<file path="src/rtl/seq_detect_pkg.sv">
// Shared types and helpers for the parametrised serial pattern detector.
package seq_detect_pkg;

    typedef enum logic {
        IDLE = 1'b0,
        RUN  = 1'b1
    } state_e;

    localparam int DEF_MAX_LEN = 8;
    localparam int DEF_LEN_W   = 4;
    localparam int DEF_CNT_W   = 8;

    // Wide enough for MAX_LEN up to 16 plus one guard bit, so len == MAX_LEN never overflows.
    localparam int MASK_W = 17;

    function automatic logic [MASK_W-1:0] len_mask(input int unsigned len);
        len_mask = (MASK_W'(1) << len) - MASK_W'(1);
    endfunction

endpackage

</file>
<file path="src/rtl/seq_match_core.sv">
// History shift register, fill counter and masked pattern comparator; hit is combinational.
module seq_match_core
    import seq_detect_pkg::*;
#(
    parameter int MAX_LEN = DEF_MAX_LEN,
    parameter int LEN_W   = DEF_LEN_W
) (
    input  logic               clk,
    input  logic               rst,
    input  logic               clr,
    input  logic               step,
    input  logic               seqin,
    input  logic [MAX_LEN-1:0] pattern,
    input  logic [LEN_W-1:0]   pat_len,
    input  logic               overlap,
    output logic               hit
);

    logic [MAX_LEN-1:0] hist_q, hist_d, hist_next, mask;
    logic [LEN_W-1:0]   fill_q, fill_d;
    logic [LEN_W:0]     fill_inc, len_ext;
    logic               bits_eq;

    assign hist_next = {hist_q[MAX_LEN-2:0], seqin};
    assign mask      = MAX_LEN'(len_mask(32'(pat_len)));
    assign len_ext   = {1'b0, pat_len};
    assign fill_inc  = {1'b0, fill_q} + (LEN_W+1)'(1);
    assign bits_eq   = ((hist_next ^ pattern) & mask) == '0;
    assign hit       = step && (fill_inc >= len_ext) && bits_eq;

    always_comb begin
        hist_d = hist_q;
        fill_d = fill_q;
        if (clr) begin
            hist_d = '0;
            fill_d = '0;
        end else if (step) begin
            hist_d = hist_next;
            // Non-overlap mode only needs fill cleared; stale history is masked out by fill.
            if (hit && !overlap)
                fill_d = '0;
            else if (fill_inc >= len_ext)
                fill_d = pat_len;
            else
                fill_d = fill_inc[LEN_W-1:0];
        end
    end

    always_ff @(posedge clk) begin
        if (rst) begin
            hist_q <= '0;
            fill_q <= '0;
        end else begin
            hist_q <= hist_d;
            fill_q <= fill_d;
        end
    end

endmodule

</file>
<file path="src/rtl/seq_detect_param.sv">
// Run-time configurable serial pattern detector: config registers, IDLE/RUN FSM,
// registered match pulse and saturating match counter.
module seq_detect_param
    import seq_detect_pkg::*;
#(
    parameter int MAX_LEN = DEF_MAX_LEN,
    parameter int LEN_W   = DEF_LEN_W,
    parameter int CNT_W   = DEF_CNT_W
) (
    input  logic               clk,
    input  logic               rst,
    input  logic               seqin,
    input  logic               in_valid,
    input  logic               cfg_load,
    input  logic [MAX_LEN-1:0] cfg_pattern,
    input  logic [LEN_W-1:0]   cfg_len,
    input  logic               cfg_overlap,
    output logic               dout,
    output logic [CNT_W-1:0]   match_cnt,
    output logic               armed,
    output logic               cfg_err
);

    state_e             state_q, state_d;
    logic [MAX_LEN-1:0] pat_q, pat_d;
    logic [LEN_W-1:0]   len_q, len_d;
    logic               ovl_q, ovl_d;
    logic               dout_q, dout_d;
    logic [CNT_W-1:0]   cnt_q, cnt_d;
    logic               err_q, err_d;
    logic               cfg_ok, step, hit;

    assign cfg_ok = (cfg_len != '0) && ({1'b0, cfg_len} <= (LEN_W+1)'(MAX_LEN));
    // A config strobe takes priority over a coincident input bit, which is dropped.
    assign step   = in_valid && (state_q == RUN) && !cfg_load;

    seq_match_core #(
        .MAX_LEN(MAX_LEN),
        .LEN_W  (LEN_W)
    ) u_core (
        .clk    (clk),
        .rst    (rst),
        .clr    (cfg_load),
        .step   (step),
        .seqin  (seqin),
        .pattern(pat_q),
        .pat_len(len_q),
        .overlap(ovl_q),
        .hit    (hit)
    );

    always_comb begin
        state_d = state_q;
        pat_d   = pat_q;
        len_d   = len_q;
        ovl_d   = ovl_q;
        err_d   = err_q;
        cnt_d   = cnt_q;
        dout_d  = hit;
        if (cfg_load) begin
            if (cfg_ok) begin
                state_d = RUN;
                pat_d   = cfg_pattern & MAX_LEN'(len_mask(32'(cfg_len)));
                len_d   = cfg_len;
                ovl_d   = cfg_overlap;
                err_d   = 1'b0;
            end else begin
                state_d = IDLE;
                err_d   = 1'b1;
            end
        end
        if (hit && (cnt_q != '1))
            cnt_d = cnt_q + CNT_W'(1);
    end

    always_ff @(posedge clk) begin
        if (rst) begin
            state_q <= IDLE;
            pat_q   <= '0;
            len_q   <= '0;
            ovl_q   <= 1'b0;
            err_q   <= 1'b0;
            cnt_q   <= '0;
            dout_q  <= 1'b0;
        end else begin
            state_q <= state_d;
            pat_q   <= pat_d;
            len_q   <= len_d;
            ovl_q   <= ovl_d;
            err_q   <= err_d;
            cnt_q   <= cnt_d;
            dout_q  <= dout_d;
        end
    end

    assign dout      = dout_q;
    assign match_cnt = cnt_q;
    assign armed     = (state_q == RUN);
    assign cfg_err   = err_q;

endmodule

</file>
<file path="config.mk">
export PLATFORM = sky130hd
export DESIGN_NAME = seq_detect_param
export DESIGN_NICKNAME = d
export VERILOG_FILES = /design/src/rtl/seq_detect_pkg.sv /design/src/rtl/seq_match_core.sv /design/src/rtl/seq_detect_param.sv
export SDC_FILE = /design/constraint.sdc
export NUM_CORES = 1
export LEC_CHECK = 0
export ABC_AREA = 1
export CORE_UTILIZATION = 50
export CTS_CLUSTER_SIZE = 20
export DETAILED_ROUTE_END_ITERATION = 10
export GPL_ROUTABILITY_DRIVEN = 0
export MAX_ROUTING_LAYER = met4
export PLACE_DENSITY = 0.84
export SYNTH_ARGS = -nofsm -noshare
export SYNTH_HDL_FRONTEND = slang
export SYNTH_SLANG_ARGS = --single-unit
</file>
<file path="constraint.sdc">
create_clock -name clk -period 2.7 [get_ports clk]
set_clock_uncertainty 0.05 [all_clocks]
set_input_delay 0.405 -clock clk [delete_from_list [all_inputs] [get_ports clk]]
set_output_delay 0.405 -clock clk [all_outputs]
set_load 0.01 [all_outputs]
</file>
==> results of run 1 <==
[layer usage]
| metal | part of all wire, % | global-route usage, % |
|---|---|---|
| met5 | 0 | - |
| met4 | 3.3 | 12.22 |
| met3 | 4.5 | 6.162 |
| met2 | 47 | 39.84 |
| met1 | 45 | 28.71 |
[power by group through the flow]
stage,Sequential [mW],Clock [mW],Combinational [mW]
6_report,0.544,0.395,0.183
2_1_floorplan,0.554,0,0.116
5_1_grt,0.545,0.422,0.205
3_5_place_dp,0.556,0,0.181
3_3_place_gp,0.555,0,0.177
4_1_cts,0.544,0.394,0.183
[cells in the final DEF, fill, tap and decap left out]
| master | netlist | final |
|---|---|---|
| sky130_fd_sc_hd__o22ai_1 | 3 | 3 |
| sky130_fd_sc_hd__nand3_1 | 24 | 24 |
| sky130_fd_sc_hd__nand4_1 | 10 | 10 |
| sky130_fd_sc_hd__nand3b_1 | 2 | 2 |
| sky130_fd_sc_hd__nor2_4 | 3 | 3 |
| sky130_fd_sc_hd__nor3_2 | 1 | 1 |
| sky130_fd_sc_hd__xnor2_1 | 4 | 4 |
| sky130_fd_sc_hd__nand2_2 | 3 | 3 |
| sky130_fd_sc_hd__inv_1 | 31 | 31 |
| sky130_fd_sc_hd__ha_1 | 8 | 8 |
| sky130_fd_sc_hd__clkdlybuf4s50_1 | 0 | 28 |
| sky130_fd_sc_hd__clkbuf_8 | 0 | 5 |
| sky130_fd_sc_hd__nor2_8 | 1 | 1 |
| sky130_fd_sc_hd__clkinvlp_4 | 0 | 2 |
| sky130_fd_sc_hd__buf_4 | 0 | 3 |
| sky130_fd_sc_hd__dfxtp_1 | 35 | 35 |
| sky130_fd_sc_hd__o21ai_0 | 22 | 22 |
| sky130_fd_sc_hd__a21oi_4 | 1 | 1 |
| sky130_fd_sc_hd__nor4_1 | 2 | 2 |
| sky130_fd_sc_hd__inv_2 | 1 | 1 |
| sky130_fd_sc_hd__inv_6 | 0 | 1 |
| sky130_fd_sc_hd__or2_2 | 2 | 2 |
| sky130_fd_sc_hd__nand2_1 | 54 | 54 |
| sky130_fd_sc_hd__o211ai_1 | 1 | 1 |
| sky130_fd_sc_hd__nand4_2 | 1 | 1 |
| sky130_fd_sc_hd__xor2_1 | 8 | 8 |
| sky130_fd_sc_hd__nand3_2 | 3 | 3 |
| sky130_fd_sc_hd__nor2_1 | 28 | 28 |
| sky130_fd_sc_hd__nand3_4 | 1 | 1 |
| sky130_fd_sc_hd__a21oi_1 | 19 | 19 |
| sky130_fd_sc_hd__o32ai_1 | 1 | 1 |
| sky130_fd_sc_hd__nor2_2 | 2 | 2 |
[cell type report]
cell class / count / area share, %
Multi-Input combinational cell: 204 / 47.34
Sequential cell: 35 / 28.91
Timing Repair Buffer: 31 / 12.49
Inverter: 32 / 4.956
Clock buffer: 5 / 2.839
Tap cell: 48 / 2.478
Clock inverter: 3 / 0.9809
[flip-flops by register name, summed over array words and instances (netlist names)]
| signal | flops |
|---|---|
| armed | 1 |
| cfg_err | 1 |
| dout | 1 |
| len_q | 4 |
| match_cnt | 8 |
| ovl_q | 1 |
| pat_q | 8 |
| u_core.fill_q | 4 |
| u_core.hist_q | 7 |
[per-stage QoR]
step / instances / total power, mW / setup WS [ns] / instance area [um2]
6_report: 358 / 1.122 / 0.4280 / 2424
5_1_grt: 358 / 1.172 / 0.1506 / 2424
4_1_cts: 358 / 1.121 / 0.4292 / 2424
3_5_place_dp: 350 / 0.7367 / 0.4751 / 2331
3_3_place_gp: 350 / 0.7325 / 0.5169 / 2331
2_1_floorplan: 274 / 0.6701 / 0.7097 / 1979
[Yosys cell counts]
cell type / instances
sky130_fd_sc_hd__nand2_2: 3
sky130_fd_sc_hd__nand3b_1: 2
sky130_fd_sc_hd__nand3_1: 24
sky130_fd_sc_hd__nor2_8: 1
sky130_fd_sc_hd__nand3_4: 1
sky130_fd_sc_hd__a21oi_4: 1
sky130_fd_sc_hd__inv_1: 31
sky130_fd_sc_hd__xnor2_1: 4
sky130_fd_sc_hd__nand4_1: 10
sky130_fd_sc_hd__nor3_2: 1
sky130_fd_sc_hd__nand2_1: 54
sky130_fd_sc_hd__nor4_1: 2
sky130_fd_sc_hd__o21ai_0: 22
sky130_fd_sc_hd__xor2_1: 8
sky130_fd_sc_hd__nand3_2: 3
sky130_fd_sc_hd__a21oi_1: 19
sky130_fd_sc_hd__or2_2: 2
sky130_fd_sc_hd__dfxtp_1: 35
sky130_fd_sc_hd__clkbuf_1: 3
sky130_fd_sc_hd__nor2_1: 28
sky130_fd_sc_hd__o22ai_1: 3
sky130_fd_sc_hd__o211ai_1: 1
sky130_fd_sc_hd__ha_1: 8
sky130_fd_sc_hd__nor2_2: 2
sky130_fd_sc_hd__nand4_2: 1
sky130_fd_sc_hd__inv_2: 1
sky130_fd_sc_hd__o32ai_1: 1
sky130_fd_sc_hd__nor2_4: 3
[cells by family (layout without fill, tap and decap cells)]
logic type | after synthesis | in the layout | synth area share (%)
DFF | 35 | 35 | 35.40
buffers and inverters | 35 | 71 | 6.637
AOI/OAI and AO/OA | 47 | 47 | 12.96
and+or+nand+nor | 137 | 137 | 34.64
adders and majority gates | 8 | 8 | 5.057
xor gates and xnor gates | 12 | 12 | 5.310
[worst max-delay path: stages (launching register included)]
cell                      delay (ns)
sky130_fd_sc_hd__dfxtp_1        0.39
sky130_fd_sc_hd__ha_1           0.20
sky130_fd_sc_hd__xor2_1         0.22
sky130_fd_sc_hd__ha_1           0.29
sky130_fd_sc_hd__nand2_1        0.07
sky130_fd_sc_hd__nand2_1        0.05
sky130_fd_sc_hd__nand3_1        0.07
sky130_fd_sc_hd__nand4_2        0.22
sky130_fd_sc_hd__nand2_1        0.16
sky130_fd_sc_hd__inv_2          0.11
sky130_fd_sc_hd__nand3_4        0.15
sky130_fd_sc_hd__nand2_1        0.09
sky130_fd_sc_hd__a21oi_1        0.14
[worst max-delay path by stage]
stage | start | end | depth (start not counted) | slack, ns
floorplan | u_core.fill_q[0] | match_cnt[0] | 12 | 0.71
global placement | cfg_len[2] | pat_q[2] | 9 | 0.52
detailed placement | u_core.fill_q[0] | match_cnt[5] | 12 | 0.48
CTS | u_core.fill_q[0] | match_cnt[2] | 12 | 0.43
global route | u_core.fill_q[0] | match_cnt[2] | 12 | 0.15
finish | u_core.fill_q[0] | match_cnt[2] | 12 | 0.43
==> metrics.log, run 1 <==
[metrics] proportion of layout cells with a drive suffix above 1: 9.677%
[metrics] number of vias per cell after detailed routing: 5.265
[metrics] Pwr per Cell Area: 463.0 mW/mm2
[metrics] via count of the first global-routing pass: 1,760
[metrics] Tot GR Track Use: 24.83%
[metrics] flip-flop and latch count after synthesis: 35
[metrics] Final Hold Fails: 0
[metrics] netlist area before placement: 0.001979 mm2
[metrics] global-route wire length before repair: 7734 um
[metrics] endpoint of the lowest-slack register-to-register path: match_cnt[2]
[metrics] classification of the worst setup path: flop to flop
[metrics] register area: 700.7 um2
[metrics] internal power summed over all cells: 0.7898 mW
[metrics] worst endpoint data arrival time: 2.45 ns
[metrics] transition at the pin with the smallest max-transition slack: 0.3316 ns
[metrics] Startpoint Class: flop
[metrics] number of buffers inserted for hold repair after clock tree synthesis: 0
[metrics] TritonCTS clock tree: yes
[metrics] post-CTS setup-driven buffer insertion count: 0
[metrics] Die Span X: 64.92 um
[metrics] R2R cell count: 12
[metrics] switching power summed over all nets: 0.3322 mW
[metrics] CORE AREA: 0.003716 mm2
[metrics] Slew Viols, Final: 0
[metrics] number of instances on the worst hold path: 2
[metrics] CP Capture Type: flop
[metrics] effective utilization at floorplan: 53.27%
[metrics] initial detailed-routing violation count: 83
[metrics] HPWL after DPL: 3416 um
[metrics] total wire length after detailed routing: 4556 um
[metrics] remaining global-route overflow: 0
[metrics] Synth area leader: sky130_fd_sc_hd__dfxtp_1
[metrics] source of the worst register-to-register timing path: u_core.fill_q[0]
[metrics] area used by multi-input combinational logic: 0.001147 mm2
[metrics] Rows: 22
[metrics] CTS sink cnt: 35
[metrics] number of antenna diodes: 0
[metrics] average size of a mapped cell: 7.224 um2
[metrics] fraction of the yosys area taken by sequential cells: 35.40%
[metrics] RSZ-0062 raised after global routing: no
[metrics] Leakage: 0.9966 nW
[metrics] tightest hold margin: 0.4203 ns
[metrics] maximum number of pins on one net before global-route repair: 16
[metrics] main area contributors after synthesis: sky130_fd_sc_hd__dfxtp_1 35%, sky130_fd_sc_hd__nand2_1 10%, sky130_fd_sc_hd__nand3_1 6.1%, sky130_fd_sc_hd__inv_1 5.9%, sky130_fd_sc_hd__o21ai_0 5.6%
[metrics] required time of the critical path: 2.88 ns
[metrics] clock-pin slew on the worst setup and hold paths: 0.08 ns
[metrics] initial antenna violation count: 0
[metrics] via total after detailed routing: 1,885
[metrics] post-route minimum period: 2.272 ns
[metrics] Slew Limit Headroom: 77.84%
[metrics] count of nets after finishing: 335
[metrics] number of detailed-route iterations in the first pass: 6
[metrics] antenna violation net count after detailed routing: 0
[metrics] combinational share of power: 16.3%
[metrics] wire length per cell after detailed routing: 12.73 um
[metrics] worst skew pair latency: 0.30 ns
[metrics] Post-Syn Nets: 300
[metrics] die span in y: 64.92 um
[metrics] fraction of synthesized cell area taken by the top area cell type: 35.40%
[metrics] worst hold start: u_core.hist_q[6]
[metrics] Post-Syn Instances: 274
[metrics] type of the worst min-delay path: flop to flop
[metrics] Max-Cap Viols: 0
[metrics] number of instances resized during post-cts repair: 0
[metrics] buffer levels on the longest clock path: 2
[metrics] synthesis-to-finish area growth: 22.44%
[metrics] clock share of power: 35.2%
[metrics] Switching Fraction: 29.60%
[metrics] endpoint of the worst hold-timing path: u_core.hist_q[6]
[metrics] CTS HTree Levels: 2
[metrics] IR drop worst, VDD: 343.1 uV
[metrics] number of buffers inserted by port buffering: 28
[metrics] outcome: finished clean
[metrics] sequential share of power: 48.5%
[metrics] Core Util, Final: 65.22%
[metrics] crit path max fanout: 9
[metrics] final count of negative-setup-slack endpoints: 0
[metrics] post-route setup TNS: 0 ns
[metrics] share of the cycle needed by the critical path after routing: 84.15%
[metrics] post-synth cell types: 28
[metrics] cts bufs inserted: 5
[metrics] Yosys Warn Count: 0
[metrics] total die area: 0.004215 mm2
[metrics] residual DRC count: 0
[metrics] Filler Cells Inserted: 340
[metrics] Fmax: 440.1 MHz
[metrics] register-to-register path setup slack: 0.43 ns
[metrics] number of ports placed on the die boundary: 29
[metrics] clock root cell: sky130_fd_sc_hd__clkbuf_8
(Power assumes the default switching activity.)
==> run 2: changes to the inputs <==
==> constraint.sdc (replaced) <==
create_clock -name clk -period 2.27 [get_ports clk]
set_clock_uncertainty 0.05 [all_clocks]
set_input_delay 0.3405 -clock clk [delete_from_list [all_inputs] [get_ports clk]]
set_output_delay 0.3405 -clock clk [all_outputs]
set_load 0.01 [all_outputs]
==> metrics.log, run 2 (synthesized netlist as in run 1, its figures left out) <==
[metrics] outcome: finished clean
[metrics] Leakage: 1.032 nW (+3.6%)
[metrics] clock-pin slew on the worst setup and hold paths: 0.07 ns (about the same)
[metrics] Rows: 22 (unchanged)
[metrics] antenna violation net count after detailed routing: 0 (unchanged)
[metrics] CP Capture Type: flop
[metrics] CTS sink cnt: 35 (unchanged)
[metrics] number of buffers inserted for hold repair after clock tree synthesis: 0 (unchanged)
[metrics] Pwr per Cell Area: 533.3 mW/mm2 (+15%)
[metrics] Filler Cells Inserted: 329 (-3.2%)
[metrics] count of nets after finishing: 342 (+2.1%)
[metrics] initial antenna violation count: 0 (unchanged)
[metrics] final count of negative-setup-slack endpoints: 0 (unchanged)
[metrics] type of the worst min-delay path: flop to flop
[metrics] cts bufs inserted: 5 (unchanged)
[metrics] Slew Limit Headroom: 77.81% (about the same)
[metrics] RSZ-0062 raised after global routing: no
[metrics] total wire length after detailed routing: 4555 um (about the same)
[metrics] classification of the worst setup path: flop to flop
[metrics] CORE AREA: 0.003716 mm2 (unchanged)
[metrics] post-route setup TNS: 0 ns (unchanged)
[metrics] Startpoint Class: flop
[metrics] number of buffers inserted by port buffering: 28 (unchanged)
[metrics] global-route wire length before repair: 7617 um (-1.5%)
[metrics] commonest cells after routing, fill and taps aside: 54 x sky130_fd_sc_hd__nand2_1, 33 x sky130_fd_sc_hd__dfxtp_1, 31 x sky130_fd_sc_hd__inv_1
[metrics] die span in y: 64.92 um (unchanged)
[metrics] worst skew pair latency: 0.29 ns (about the same)
[metrics] most common cell after layout, fill and taps aside: sky130_fd_sc_hd__nand2_1
[metrics] number of vias per cell after detailed routing: 5.266 (about the same)
[metrics] Die Span X: 64.92 um (unchanged)
[metrics] Slew Viols, Final: 0 (unchanged)
[metrics] remaining global-route overflow: 0 (unchanged)
[metrics] effective utilization at floorplan: 53.27% (unchanged)
[metrics] Fmax: 467.7 MHz (+6.3%)
[metrics] number of detailed-route iterations in the first pass: 4 (-2)
[metrics] Max-Cap Viols: 0 (unchanged)
[metrics] maximum number of pins on one net before global-route repair: 16 (unchanged)
[metrics] Core Util, Final: 66.46% (+1.2 points)
[metrics] R2R cell count: 12 (unchanged)
[metrics] number of ports placed on the die boundary: 29 (unchanged)
[metrics] Final Hold Fails: 0 (unchanged)
[metrics] cell type of the slowest stage on the worst timing path: sky130_fd_sc_hd__dfxtp_2
[metrics] proportion of layout cells with a drive suffix above 1: 11.67% (+2.0 points)
[metrics] initial detailed-routing violation count: 103 (+24%)
[metrics] IR drop worst, VDD: 348.1 uV (+1.4%)
[metrics] post-route minimum period: 2.138 ns (-0.1339 ns)
[metrics] via count of the first global-routing pass: 1,749 (-0.63%)
[metrics] crit path max fanout: 9 (unchanged)
[metrics] residual DRC count: 0 (unchanged)
[metrics] clock root cell: sky130_fd_sc_hd__clkbuf_8
[metrics] CTS HTree Levels: 2 (unchanged)
[metrics] HPWL after DPL: 3357 um (-1.7%)
[metrics] Tot GR Track Use: 24.54% (-0.29 points)
[metrics] number of antenna diodes: 0 (unchanged)
[metrics] number of instances on the worst hold path: 2 (unchanged)
[metrics] TritonCTS clock tree: yes
[metrics] via total after detailed routing: 1,922 (+2.0%)
[metrics] transition at the pin with the smallest max-transition slack: 0.3323 ns (+0.0007688 ns)
[metrics] delay of the slowest critical-path stage: 0.34 ns (-0.05 ns)
[metrics] buffer levels on the longest clock path: 2 (unchanged)
[metrics] synthesis-to-finish area growth: 24.78%
[metrics] overall power consumption: 1.317 mW (+17%)
[metrics] crit-path leading delay family: simple AND/OR/NAND/NOR gates
[metrics] wire length per cell after detailed routing: 12.48 um (-1.9%)
[metrics] required time of the critical path: 2.40 ns (-0.48 ns)
[metrics] share of the cycle needed by the critical path after routing: 94.19% (+10 points)
[metrics] chain of cells forming the critical path: ha_1 > xor2_1 > ha_1 > nand2_1 > nor2_1 > nand2_1 > nand4_2 > nand2_1 > inv_4 > nand3_4 > nor2_1 > nor2_1
[metrics] worst endpoint data arrival time: 2.27 ns (-0.18 ns)
[metrics] total buffers and inverters traversed by the critical path: 1 (unchanged)
[metrics] logic depth of the worst path, buffers included: 12 (unchanged)
[metrics] total die area: 0.004215 mm2 (unchanged)
==> run 2: changes by cell type in the layout (fill, tap and decap cells not counted), sizes merged <==
cell	previous run	this run
clkinvlp	2	0
clkbuf	5	7
inv	33	32
clkinv	0	1
buf	3	10
==> run 2: stage by stage <==
step	instance area (um2)	instances	setup slack [ns]	hold WS (ns)
final	2470	365	0.1320	0.4371
after global routing	2470	365	0.009283	0.4675
after CTS	2442	362	0.06170	0.4429
after detailed placement	2361	354	0.1447	0.4294
after global placement	2361	354	0.1871	0.4272
after floorplan	1979	274	0.2797	0.3939
==> run 2: path summary, 6_finish.rpt <==
kind / end / slack [ns] / startpoint
worst max-delay path: match_cnt[0] / 0.13 / u_core.fill_q[0]
worst min-delay path: armed / 0.44 / armed
worst max register to register: match_cnt[0] / 0.13 / u_core.fill_q[0]
worst min register to register: armed / 0.44 / armed
==> run 2: timing repair <==
item	in CTS	in global routing
endpoints found under the setup margin	0	12
resized for setup	0	3
hold endpoints to repair	0	0
setup buffers	0	3
==> run 2: area by class of cell <==
type | count | area [um2] | area share, %
multi-input cells | 204 | 1147 | 46.45
clock buffers | 7 | 76.32 | 3.090
flip-flops and latches | 35 | 703.2 | 28.47
well taps | 48 | 60.06 | 2.432
repair buffers | 38 | 355.3 | 14.39
inverters | 32 | 122.6 | 4.965
clock inverters | 1 | 5.005 | 0.2026
==> run 2: routing by layer <==
layer | vias to the layer above | GRT usage (%) | part of all wire (%)
li1 | 996 | - | -
met1 | 870 | 28.79 | 47
met2 | 51 | 40.63 | 47
met3 | 5 | 5.634 | 4.6
met4 | 0 | 9.167 | 1.4
met5 | - | - | 0
==> run 2: power by group <==
group	internal [mW]	leakage, nW	switching (mW)
registers	0.631	0.285	0.0161
clock network	0.215	0.0422	0.211
logic	0.109	0.705	0.135
total	0.956	1.03	0.362
==> run 2: worst reg2reg max path, stage by stage (launching register included) <==
cell	delay, ns
sky130_fd_sc_hd__dfxtp_2	0.34
sky130_fd_sc_hd__ha_1	0.22
sky130_fd_sc_hd__xor2_1	0.17
sky130_fd_sc_hd__ha_1	0.31
sky130_fd_sc_hd__nand2_1	0.06
sky130_fd_sc_hd__nor2_1	0.10
sky130_fd_sc_hd__nand2_1	0.07
sky130_fd_sc_hd__nand4_2	0.11
sky130_fd_sc_hd__nand2_1	0.11
sky130_fd_sc_hd__inv_4	0.13
sky130_fd_sc_hd__nand3_4	0.13
sky130_fd_sc_hd__nor2_1	0.15
sky130_fd_sc_hd__nor2_1	0.08
==> run 3: changes to the inputs <==
--- a/config.mk
+++ b/config.mk
@@ -9,9 +9,10 @@
 export CORE_UTILIZATION = 50
 export CTS_CLUSTER_SIZE = 20
 export DETAILED_ROUTE_END_ITERATION = 10
+export DONT_BUFFER_PORTS = 1
 export GPL_ROUTABILITY_DRIVEN = 0
 export MAX_ROUTING_LAYER = met4
-export PLACE_DENSITY = 0.84
+export PLACE_DENSITY = 0.75
 export SYNTH_ARGS = -nofsm -noshare
 export SYNTH_HDL_FRONTEND = slang
 export SYNTH_SLANG_ARGS = --single-unit
==> metrics.log, run 3 (synthesized netlist as in run 1, its figures left out) <==
[metrics] antenna violation net count after detailed routing: 0 (unchanged)
[metrics] CTS HTree Levels: 2 (unchanged)
[metrics] remaining global-route overflow: 0 (unchanged)
[metrics] HPWL after DPL: 3188 um (-5.0%)
[metrics] proportion of layout cells with a drive suffix above 1: 11.03% (-0.64 points)
[metrics] Startpoint Class: flop
[metrics] final count of negative-setup-slack endpoints: 0 (unchanged)
[metrics] number of vias per cell after detailed routing: 5.368 (+1.9%)
[metrics] number of buffers inserted by port buffering: 0 (-100%)
[metrics] clock-pin slew on the worst setup and hold paths: 0.07 ns (about the same)
[metrics] commonest cells after routing, fill and taps aside: 53 x sky130_fd_sc_hd__nand2_1, 34 x sky130_fd_sc_hd__dfxtp_1, 31 x sky130_fd_sc_hd__inv_1
[metrics] RSZ-0062 raised after global routing: no
[metrics] startpoint of the worst setup timing path: len_q[3]
[metrics] worst skew pair latency: 0.29 ns (about the same)
[metrics] initial antenna violation count: 0 (unchanged)
[metrics] most common cell after layout, fill and taps aside: sky130_fd_sc_hd__nand2_1
[metrics] setup slack after placement: 0.1867 ns (+0.04206 ns)
[metrics] Fmax: 492.7 MHz (+5.3%)
[metrics] type of the worst min-delay path: primary input to flop
[metrics] initial detailed-routing violation count: 116 (+13%)
[metrics] number of instances resized during post-cts repair: 0 (unchanged)
[metrics] post-route minimum period: 2.030 ns (-0.1085 ns)
[metrics] cell area after placement: 0.002043 mm2 (-13%)
[metrics] total wire length after detailed routing: 4243 um (-6.8%)
[metrics] Die Span X: 64.92 um (unchanged)
[metrics] Leakage: 0.9081 nW (-12%)
[metrics] effective utilization at floorplan: 53.27% (unchanged)
[metrics] share of the cycle needed by the critical path after routing: 89.41% (-4.8 points)
[metrics] Core Util, Final: 58.32% (-8.1 points)
[metrics] TritonCTS clock tree: yes
[metrics] number of ports placed on the die boundary: 29 (unchanged)
[metrics] Slew Viols, Final: 0 (unchanged)
[metrics] Post-Layout Inst Area: 0.002167 mm2 (-12%)
[metrics] tightest hold margin: 0.05963 ns (-0.3775 ns)
[metrics] CTS sink cnt: 35 (unchanged)
[metrics] chain of cells forming the critical path: nor2_4 > nand2_2 > ha_1 > a21oi_1 > nand2_1 > nand2_1 > nor2_2 > nand3_2 > nor2_8 > nand3_4 > nor2_1 > nor2_1
[metrics] global-route wire length before repair: 7465 um (-2.0%)
[metrics] buffer levels on the longest clock path: 2 (unchanged)
[metrics] worst hold start: rst
[metrics] via total after detailed routing: 1,766 (-8.1%)
[metrics] crit-path leading delay family: simple AND/OR/NAND/NOR gates
[metrics] IR drop worst, VDD: 395.3 uV (+14%)
[metrics] Final Hold Fails: 0 (unchanged)
[metrics] crit path max fanout: 9 (unchanged)
[metrics] worst endpoint data arrival time: 2.17 ns (-0.10 ns)
[metrics] clock root cell: sky130_fd_sc_hd__clkbuf_8
[metrics] transition at the pin with the smallest max-transition slack: 0.6317 ns (+0.2993 ns)
[metrics] number of antenna diodes: 0 (unchanged)
[metrics] Slew Limit Headroom: 57.73% (-20 points)
[metrics] wire length per cell after detailed routing: 12.90 um (+3.3%)
[metrics] number of detailed-route iterations in the first pass: 4 (unchanged)
[metrics] via count of the first global-routing pass: 1,750 (+0.057%)
[metrics] Pwr per Cell Area: 648.5 mW/mm2 (+22%)
[metrics] Filler Cells Inserted: 352 (+7.0%)
[metrics] source of the worst register-to-register timing path: len_q[3]
[metrics] residual DRC count: 0 (unchanged)
[metrics] cell type of the slowest stage on the worst timing path: sky130_fd_sc_hd__dfxtp_1
[metrics] cts bufs inserted: 5 (unchanged)
[metrics] total buffers and inverters traversed by the critical path: 0 (-1)
[metrics] Tot GR Track Use: 23.71% (-0.83 points)
[metrics] CP Capture Type: flop
[metrics] Rows: 22 (unchanged)
[metrics] Max-Cap Viols: 0 (unchanged)
[metrics] outcome: finished clean
[metrics] post-CTS setup-driven buffer insertion count: 0 (unchanged)
[metrics] CORE AREA: 0.003716 mm2 (unchanged)
[metrics] required time of the critical path: 2.41 ns (about the same)
[metrics] post-route setup slack: 0.2405 ns (+0.1085 ns)
[metrics] count of nets after finishing: 306 (-11%)
[metrics] total die area: 0.004215 mm2 (unchanged)
[metrics] maximum number of pins on one net before global-route repair: 16 (unchanged)
[metrics] synthesis-to-finish area growth: 9.482%
[metrics] classification of the worst setup path: flop to flop
[metrics] die span in y: 64.92 um (unchanged)
[metrics] delay of the slowest critical-path stage: 0.40 ns (+0.06 ns)
[metrics] number of buffers inserted for hold repair after clock tree synthesis: 0 (unchanged)
[metrics] post-route setup TNS: 0 ns (unchanged)
[run 3: changes by cell type in the layout (fill, tap and decap cells not counted), sizes merged]
| cell | change |
|---|---|
| buf | -8 |
| bufinv | +1 |
| clkbuf | -1 |
| clkdlybuf4s50 | -28 |
[run 3: area by class of cell]
| type | instances | area (um2) | area share, % |
|---|---|---|---|
| well taps | 48 | 60.06 | 2.771 |
| repair buffers | 2 | 15.01 | 0.6928 |
| clock inverters | 2 | 35.03 | 1.617 |
| multi-input cells | 204 | 1150 | 53.06 |
| inverters | 32 | 122.6 | 5.658 |
| clock buffers | 6 | 82.58 | 3.811 |
| flip-flops and latches | 35 | 701.9 | 32.39 |
[run 3: worst paths after layout]
| path | end | slack (ns) | depth (start not counted) |
|---|---|---|---|
| setup / recovery | match_cnt[0] | 0.24 | 12 |
| hold / removal | armed | 0.06 | 1 |
| setup reg to reg | match_cnt[0] | 0.24 | 12 |
| hold reg to reg | u_core.hist_q[6] | 0.42 | 2 |
[run 3: where the power goes]
part | switching, mW | leakage (nW) | internal (mW) | total, mW
Combinational | 0.114 | 0.562 | 0.0625 | 0.176
Clock | 0.225 | 0.0612 | 0.355 | 0.580
Sequential | 0.0182 | 0.284 | 0.631 | 0.649
Total | 0.357 | 0.908 | 1.05 | 1.41
[run 3: stage by stage]
stage,cells,total power [mW]
2_1_floorplan,274,0.7971
3_3_place_gp,321,0.8289
3_5_place_dp,321,0.8342
4_1_cts,329,1.407
5_1_grt,329,1.471
6_report,329,1.405
[run 3: worst register-to-register path, cell delays in order (launching register included)]
cell                      delay (ns)
sky130_fd_sc_hd__dfxtp_1        0.40
sky130_fd_sc_hd__nor2_4         0.19
sky130_fd_sc_hd__nand2_2        0.08
sky130_fd_sc_hd__ha_1           0.29
sky130_fd_sc_hd__a21oi_1        0.04
sky130_fd_sc_hd__nand2_1        0.06
sky130_fd_sc_hd__nand2_1        0.06
sky130_fd_sc_hd__nor2_2         0.09
sky130_fd_sc_hd__nand3_2        0.14
sky130_fd_sc_hd__nor2_8         0.19
sky130_fd_sc_hd__nand3_4        0.15
sky130_fd_sc_hd__nor2_1         0.12
sky130_fd_sc_hd__nor2_1         0.06
[run 3: per-layer routing]
metal / GRT usage [%] / part of all wire (%) / vias to the layer above
met5: - / 0 / -
met4: 8.889 / 1.5 / 0
met3: 6.162 / 4.2 / 10
met2: 38.02 / 45 / 35
met1: 28.39 / 49 / 794
li1: - / - / 927
